**src/rtl/cpu_types_pkg.sv**
```systemverilog
// cpu_types_pkg: shared CPU types -- data word, RAM status and memory arbiter state
package cpu_types_pkg;
    typedef logic [31:0] word_t;
    typedef enum logic [1:0] {FREE, BUSY, ACCESS, ERROR} ramstate_t;
    typedef enum logic [1:0] {IDLE, IGRANT, DGRANT} arb_state_t;
endpackage

```
**src/rtl/mem_arbiter_if.sv**
```systemverilog
// mem_arbiter_if: cache-side and RAM-side signals of the memory arbiter
//   icache : iREN, iaddr -> iwait, iload
//   dcache : dREN, dWEN, daddr, dstore -> dwait, dload
//   RAM    : ramREN, ramWEN, ramaddr, ramstore -> ramload, ramstate
//   slave  : arbiter view; master : view of the caches plus RAM model
interface mem_arbiter_if;
    import cpu_types_pkg::*;
    logic iREN, iwait, dREN, dWEN, dwait, ramREN, ramWEN;
    word_t iaddr, iload, daddr, dstore, dload, ramaddr, ramstore, ramload;
    ramstate_t ramstate;
    modport slave (
        input iREN, iaddr, dREN, dWEN, daddr, dstore, ramload, ramstate,
        output iwait, iload, dwait, dload, ramREN, ramWEN, ramaddr, ramstore
    );
    modport master (
        output iREN, iaddr, dREN, dWEN, daddr, dstore, ramload, ramstate,
        input iwait, iload, dwait, dload, ramREN, ramWEN, ramaddr, ramstore
    );
endinterface

```
**src/rtl/mem_arbiter.sv**
```systemverilog
// mem_arbiter: arbitrates icache and dcache onto one RAM port with dcache priority and icache starvation guard
//   CLK  : rising-edge clock
//   nRST : asynchronous active-low reset
//   bus  : mem_arbiter_if.slave (cache requests/responses and RAM strobes/status)
module mem_arbiter
    import cpu_types_pkg::*;
#(
    parameter int STARVE_MAX = 4
) (
    input logic CLK,
    input logic nRST,
    mem_arbiter_if.slave bus
);
    localparam int CW = $clog2(STARVE_MAX + 1);
    arb_state_t state, nxt;
    logic [CW-1:0] starve_cnt, starve_nxt;
    logic dreq;
    assign dreq = bus.dREN | bus.dWEN;
    always_ff @(posedge CLK or negedge nRST) begin
        if (!nRST) begin
            state <= IDLE;
            starve_cnt <= '0;
        end else begin
            state <= nxt;
            starve_cnt <= starve_nxt;
        end
    end
    always_comb begin
        nxt = state;
        starve_nxt = starve_cnt;
        bus.ramREN = 1'b0;
        bus.ramWEN = 1'b0;
        bus.ramaddr = '0;
        bus.ramstore = '0;
        bus.iwait = 1'b1;
        bus.dwait = 1'b1;
        bus.iload = bus.ramload;
        bus.dload = bus.ramload;
        case (state)
            IDLE: nxt = dreq ? ((bus.iREN && starve_cnt == CW'(STARVE_MAX)) ? IGRANT : DGRANT)
                             : (bus.iREN ? IGRANT : IDLE);
            IGRANT: begin
                bus.ramaddr = bus.iaddr;
                if (!bus.iREN) nxt = IDLE;
                else begin
                    bus.ramREN = 1'b1;
                    if (bus.ramstate == ACCESS) begin
                        bus.iwait = 1'b0;
                        nxt = IDLE;
                        starve_nxt = '0;
                    end
                end
            end
            DGRANT: begin
                bus.ramaddr = bus.daddr;
                bus.ramstore = bus.dstore;
                if (!dreq) nxt = IDLE;
                else begin
                    // a simultaneous read+write request is served as a write
                    bus.ramWEN = bus.dWEN;
                    bus.ramREN = bus.dREN & ~bus.dWEN;
                    if (bus.ramstate == ACCESS) begin
                        bus.dwait = 1'b0;
                        nxt = IDLE;
                        starve_nxt = !bus.iREN ? '0
                                   : (starve_cnt == CW'(STARVE_MAX) ? starve_cnt : starve_cnt + 1'b1);
                    end
                end
            end
            default: nxt = IDLE;
        endcase
    end
    always @(posedge CLK)
        if (nRST) assert (!(bus.dREN && bus.dWEN)) else $error("mem_arbiter: dREN and dWEN high together");
endmodule
```
**src/flat_wrapper.sv**
```systemverilog
// flat-port wrapper written by rule: the top's interface ports become plain ports
module mem_arbiter_flat import cpu_types_pkg::*;
#(
    parameter int STARVE_MAX = 4
)
  (CLK, nRST, bus_iREN, bus_iaddr, bus_dREN, bus_dWEN, bus_daddr, bus_dstore, bus_ramload, bus_ramstate, bus_iwait, bus_iload, bus_dwait, bus_dload, bus_ramREN, bus_ramWEN, bus_ramaddr, bus_ramstore);
  mem_arbiter_if bus_i ();
  input logic CLK;
  input logic nRST;
  input wire logic [$bits(bus_i.iREN)-1:0] bus_iREN;
  input wire logic [$bits(bus_i.iaddr)-1:0] bus_iaddr;
  input wire logic [$bits(bus_i.dREN)-1:0] bus_dREN;
  input wire logic [$bits(bus_i.dWEN)-1:0] bus_dWEN;
  input wire logic [$bits(bus_i.daddr)-1:0] bus_daddr;
  input wire logic [$bits(bus_i.dstore)-1:0] bus_dstore;
  input wire logic [$bits(bus_i.ramload)-1:0] bus_ramload;
  input wire logic [$bits(bus_i.ramstate)-1:0] bus_ramstate;
  output wire logic [$bits(bus_i.iwait)-1:0] bus_iwait;
  output wire logic [$bits(bus_i.iload)-1:0] bus_iload;
  output wire logic [$bits(bus_i.dwait)-1:0] bus_dwait;
  output wire logic [$bits(bus_i.dload)-1:0] bus_dload;
  output wire logic [$bits(bus_i.ramREN)-1:0] bus_ramREN;
  output wire logic [$bits(bus_i.ramWEN)-1:0] bus_ramWEN;
  output wire logic [$bits(bus_i.ramaddr)-1:0] bus_ramaddr;
  output wire logic [$bits(bus_i.ramstore)-1:0] bus_ramstore;
  assign bus_i.iREN = bus_iREN;
  assign bus_i.iaddr = bus_iaddr;
  assign bus_i.dREN = bus_dREN;
  assign bus_i.dWEN = bus_dWEN;
  assign bus_i.daddr = bus_daddr;
  assign bus_i.dstore = bus_dstore;
  assign bus_i.ramload = bus_ramload;
  assign bus_i.ramstate = bus_ramstate;
  assign bus_iwait = bus_i.iwait;
  assign bus_iload = bus_i.iload;
  assign bus_dwait = bus_i.dwait;
  assign bus_dload = bus_i.dload;
  assign bus_ramREN = bus_i.ramREN;
  assign bus_ramWEN = bus_i.ramWEN;
  assign bus_ramaddr = bus_i.ramaddr;
  assign bus_ramstore = bus_i.ramstore;
  mem_arbiter #(.STARVE_MAX(STARVE_MAX)) u_core (.CLK(CLK), .nRST(nRST), .bus(bus_i));
endmodule
```
**config.mk**
```make
export PLATFORM = sky130hd
export DESIGN_NAME = mem_arbiter_flat
export DESIGN_NICKNAME = d
export VERILOG_FILES = /design/src/rtl/cpu_types_pkg.sv /design/src/rtl/mem_arbiter_if.sv /design/src/rtl/mem_arbiter.sv /design/src/flat_wrapper.sv
export SDC_FILE = /design/constraint.sdc
export NUM_CORES = 1
export LEC_CHECK = 0
export CAP_MARGIN = 20
export CORE_AREA = 2 2 103 105
export CTS_CLUSTER_DIAMETER = 30
export CTS_CLUSTER_SIZE = 20
export DETAILED_ROUTE_END_ITERATION = 8
export DIE_AREA = 0 0 105 107
export SLEW_MARGIN = 15
export SYNTH_ARGS = -nofsm -noshare
export SYNTH_HDL_FRONTEND = slang
export SYNTH_SLANG_ARGS = --single-unit
export TNS_END_PERCENT = 5
```
**constraint.sdc**
```tcl
create_clock -name CLK -period 2.4 [get_ports CLK]
set_input_delay 0.48 -clock CLK [delete_from_list [all_inputs] [get_ports CLK]]
set_output_delay 0.48 -clock CLK [all_outputs]
set_load 0.02 [all_outputs]
```
==> run summary <==
• 170 — number of port buffers
• 142 ps — min setup slack post-route
• 30.0% — final core utilization
• 0 — total congestion overflow
• u_core.starve_cnt[1]$_DFFE_PN0P_ — worst flop-to-flop path endpoint
• 0 — hold buffers post-CTS
• 267 — # IOs
• 3.97 — vias per std cell
• 0.735 — placer's final routability congestion estimate
• 400 ps — critical path's largest stage delay
• 1580 um^2 — Netlist Area Pre-Place
• 0 — ANT cells
• false — unrepaired setup endpoints after global routing
• 91.2% — Layout area overhead
• 6.38 mm — Total Routed Length
• completed — run status
• 0 — number of warnings printed during yosys synthesis
• 2.29 mW — final total power
• 0 ps — Setup TNS
• 1,824 — via count of the first global-routing pass
• 5.25 mm — estimated wirelength of the detail-placed design
• 5 — CTS Sinks
• u_core.state[0]$_DFF_PN0_ — CP startpoint
• buffers and inverters — CP top delay family
• 220 ps — clock insertion delay at the later pin of the skew report
• 222 — Syn Inst Count
• 6 — total number of cells along the worst setup path
• 11,200 um^2 — Die Footprint
• 1,128 — fillcell total
• 0 — max-capacitance violation count
• 2260 ps — clock period minus worst slack
• 10.0% — total routing usage reported by global routing
• u_core.state[0]$_DFF_PN0_ — Worst R2R Start
• 0 — DR DRC count
• 1780 ps — data arrival time of the critical path
• 0.409 mV — VDD IR max
• 48 — critical-path maximum fanout
• register — CP startpoint kind
• 37 — Placement Rows
• 9.22 mm — first-pass GRT wire length
• 3 — total buffers and inverters traversed by the critical path
• 7.90% — sequential element share of the synthesized area
• 494 ps — worst slack on hold paths
• 0 — count of final hold-check violations
• bus_ramaddr[12] — CP Capture Point
• sky130_fd_sc_hd__dfrtp_1 — slowest CP cell
• 1 — H-tree levels
• 590 ps — flop-to-flop setup slack
• 1.39 nW — Leak Pwr
• 7.14 um^2 — average size of a mapped cell
• 13.8 um — wire length per cell
• 15.7% — initial cell density of the core
• 70 — initial detailed-routing violation count
• 65 — Resized Gates After CTS
• 1.83 ps — final worst clock skew
• 0 — post-CTS setup buffer count
• 3 — cts bufs inserted
• 470 — number of nets at the end of the flow
• primary input to asynchronous set/reset pin — class of the tightest hold or removal check
• 0 — remaining antenna violation count after routing
• 30 ps — CTS clock-pin slew for the worst setup and hold paths
• 5.79% — share of post-route cells with drive strength above 1
• 2 — buffers from clock root to sink, at most
• 1,844 — DR vias
• 363 — net count after synthesis
• 26 — Distinct cells, synth
• register to output pin — Worst Setup Path Type
• 0 — final setup violating endpoints
• sky130_fd_sc_hd__clkbuf_8 — clock tree root driver cell
• 107 um — y dimension of the die
• 82.8% — Worst slew margin
• built — CTS tree
• 1920 ps — WP data required
• 0 — initial antenna violation count
• 0 — number of slew-limit violations in the final report
• 258 ps — Least-Margin Pin Slew
• 10,100 um^2 — Core Region
• inv_1 -> ha_2 -> buf_12 -> a22oi_1 -> nor2b_1 -> dlygate4sd2_1 — critical path, cell by cell
• 0.443 GHz — maximum clock rate
• 7 — cell depth of the worst flop-to-flop path
• 49 — maximum number of pins on one net before global-route repair
• 5 — total of flip-flops plus latches after synthesis
• 21.1 ps — Worst Setup Slack post-DPL
• 4 — number of detailed-route iterations in the first pass
• 105 um — die span in x
• 756 nW/um^2 — pwr/cell area
• 94.1% — part of the cycle the worst path needs
• output pin — capturing element type of the critical path
-- per-layer routing --
metal  wire length [um]  up-vias  global-route usage [%]
met5                  0        -                       0
li1                   -      891                       -
met4                278        0                    4.76
met3                486       36                    2.49
met2               3220       94                    19.0
met1               2400      823                    10.3
-- cell families (layout without fill, tap and decap cells) --
family | after synthesis | after routing | synth area share, %
simple gates | 80 | 80 | 30.1
flops | 5 | 5 | 7.90
mux | 1 | 1 | 0.632
fa+ha+maj | 6 | 6 | 4.74
buf+inv | 83 | 189 | 35.3
compound gates | 47 | 47 | 21.3
-- placed cells by master (no fill, tap or decap), types with 2 or more instances in the layout --
cell                              netlist  routed
sky130_fd_sc_hd__a21oi_1                4       4
sky130_fd_sc_hd__a22oi_1               32      32
sky130_fd_sc_hd__a31oi_1                2       2
sky130_fd_sc_hd__and2_1                33      33
sky130_fd_sc_hd__buf_12                 0       4
sky130_fd_sc_hd__buf_4                 65       7
sky130_fd_sc_hd__clkbuf_8               0       3
sky130_fd_sc_hd__clkdlybuf4s50_1        0     102
sky130_fd_sc_hd__dfrtp_1                5       5
sky130_fd_sc_hd__dlygate4sd2_1          0      63
sky130_fd_sc_hd__dlymetal6s2s_1         0       4
sky130_fd_sc_hd__ha_1                   6       4
sky130_fd_sc_hd__ha_2                   0       2
sky130_fd_sc_hd__inv_1                  4       4
sky130_fd_sc_hd__nand2_1                6       6
sky130_fd_sc_hd__nand3_1                2       2
sky130_fd_sc_hd__nor2_1                 3       2
sky130_fd_sc_hd__nor2b_1               32      32
sky130_fd_sc_hd__o21ai_0                2       2
sky130_fd_sc_hd__o21ai_1                2       2
-- sequential cells by signal, summed over array words and instances (netlist names) --
| name | cells |
|---|---|
| u_core.starve_cnt | 3 |
| u_core.state | 2 |
-- cells in the mapped netlist (all sizes together) --
master	instances	area, um^2
nand3b	1	7.51
a21o	1	7.51
a22oi	32	240
nand2b	1	6.26
and3	1	6.26
nand2	6	22.5
a21boi	1	7.51
dfrtp	5	125
o21ai	4	20.0
a211oi	1	12.5
and2	33	206
inv	4	15.0
a31oi	2	12.5
a21oi	4	20.0
nand3	2	10.0
clkbuf	11	41.3
ha	6	75.1
buf	68	503
nor2b	32	200
o21bai	1	7.51
or2	1	6.26
mux2i	1	10.0
nor2	3	11.3
a32o	1	10.0
-- per-stage QoR --
step	cell area, um^2	instances
2_1_floorplan	1580	222
3_3_place_gp	3050	460
3_5_place_dp	3050	460
4_1_cts	3010	464
5_1_grt	3030	464
6_report	3030	464
-- area by class of cell --
cell class | instances | area (um^2) | area share, %
clock buffer | 4 | 45.0 | 1.49
multi-input combinational | 134 | 907 | 30.0
inverter | 4 | 15.0 | 0.496
tap | 136 | 170 | 5.62
timing repair buffer | 181 | 1770 | 58.3
sequential | 5 | 125 | 4.13
-- worst register-to-register path, cell delays in order (launching register included) --
cell,delay [ps]
sky130_fd_sc_hd__dfrtp_1,400
sky130_fd_sc_hd__inv_1,100
sky130_fd_sc_hd__ha_2,250
sky130_fd_sc_hd__buf_12,220
sky130_fd_sc_hd__mux2i_1,130
sky130_fd_sc_hd__a211oi_2,240
sky130_fd_sc_hd__o21ai_1,150
sky130_fd_sc_hd__a32o_1,230
-- power breakdown --
part | switching, mW | internal [mW]
combinational | 1.07 | 0.928
clock | 0.0369 | 0.114
sequential | 0.0247 | 0.111
-- worst min-delay path by stage --
stage | start | endpoint | slack (ps) | cells past startpoint
after floorplan | nRST | u_core.starve_cnt[0]$_DFFE_PN0P_ | 180 | 0
after global placement | u_core.starve_cnt[0]$_DFFE_PN0P_ | u_core.starve_cnt[0]$_DFFE_PN0P_ | 500 | 1
after detailed placement | u_core.starve_cnt[0]$_DFFE_PN0P_ | u_core.starve_cnt[0]$_DFFE_PN0P_ | 510 | 1
after CTS | nRST | u_core.starve_cnt[1]$_DFFE_PN0P_ | 500 | 1
after global routing | nRST | u_core.starve_cnt[2]$_DFFE_PN0P_ | 510 | 1
final | nRST | u_core.starve_cnt[2]$_DFFE_PN0P_ | 490 | 1
Note: power is estimated with default switching activity, not from simulation.
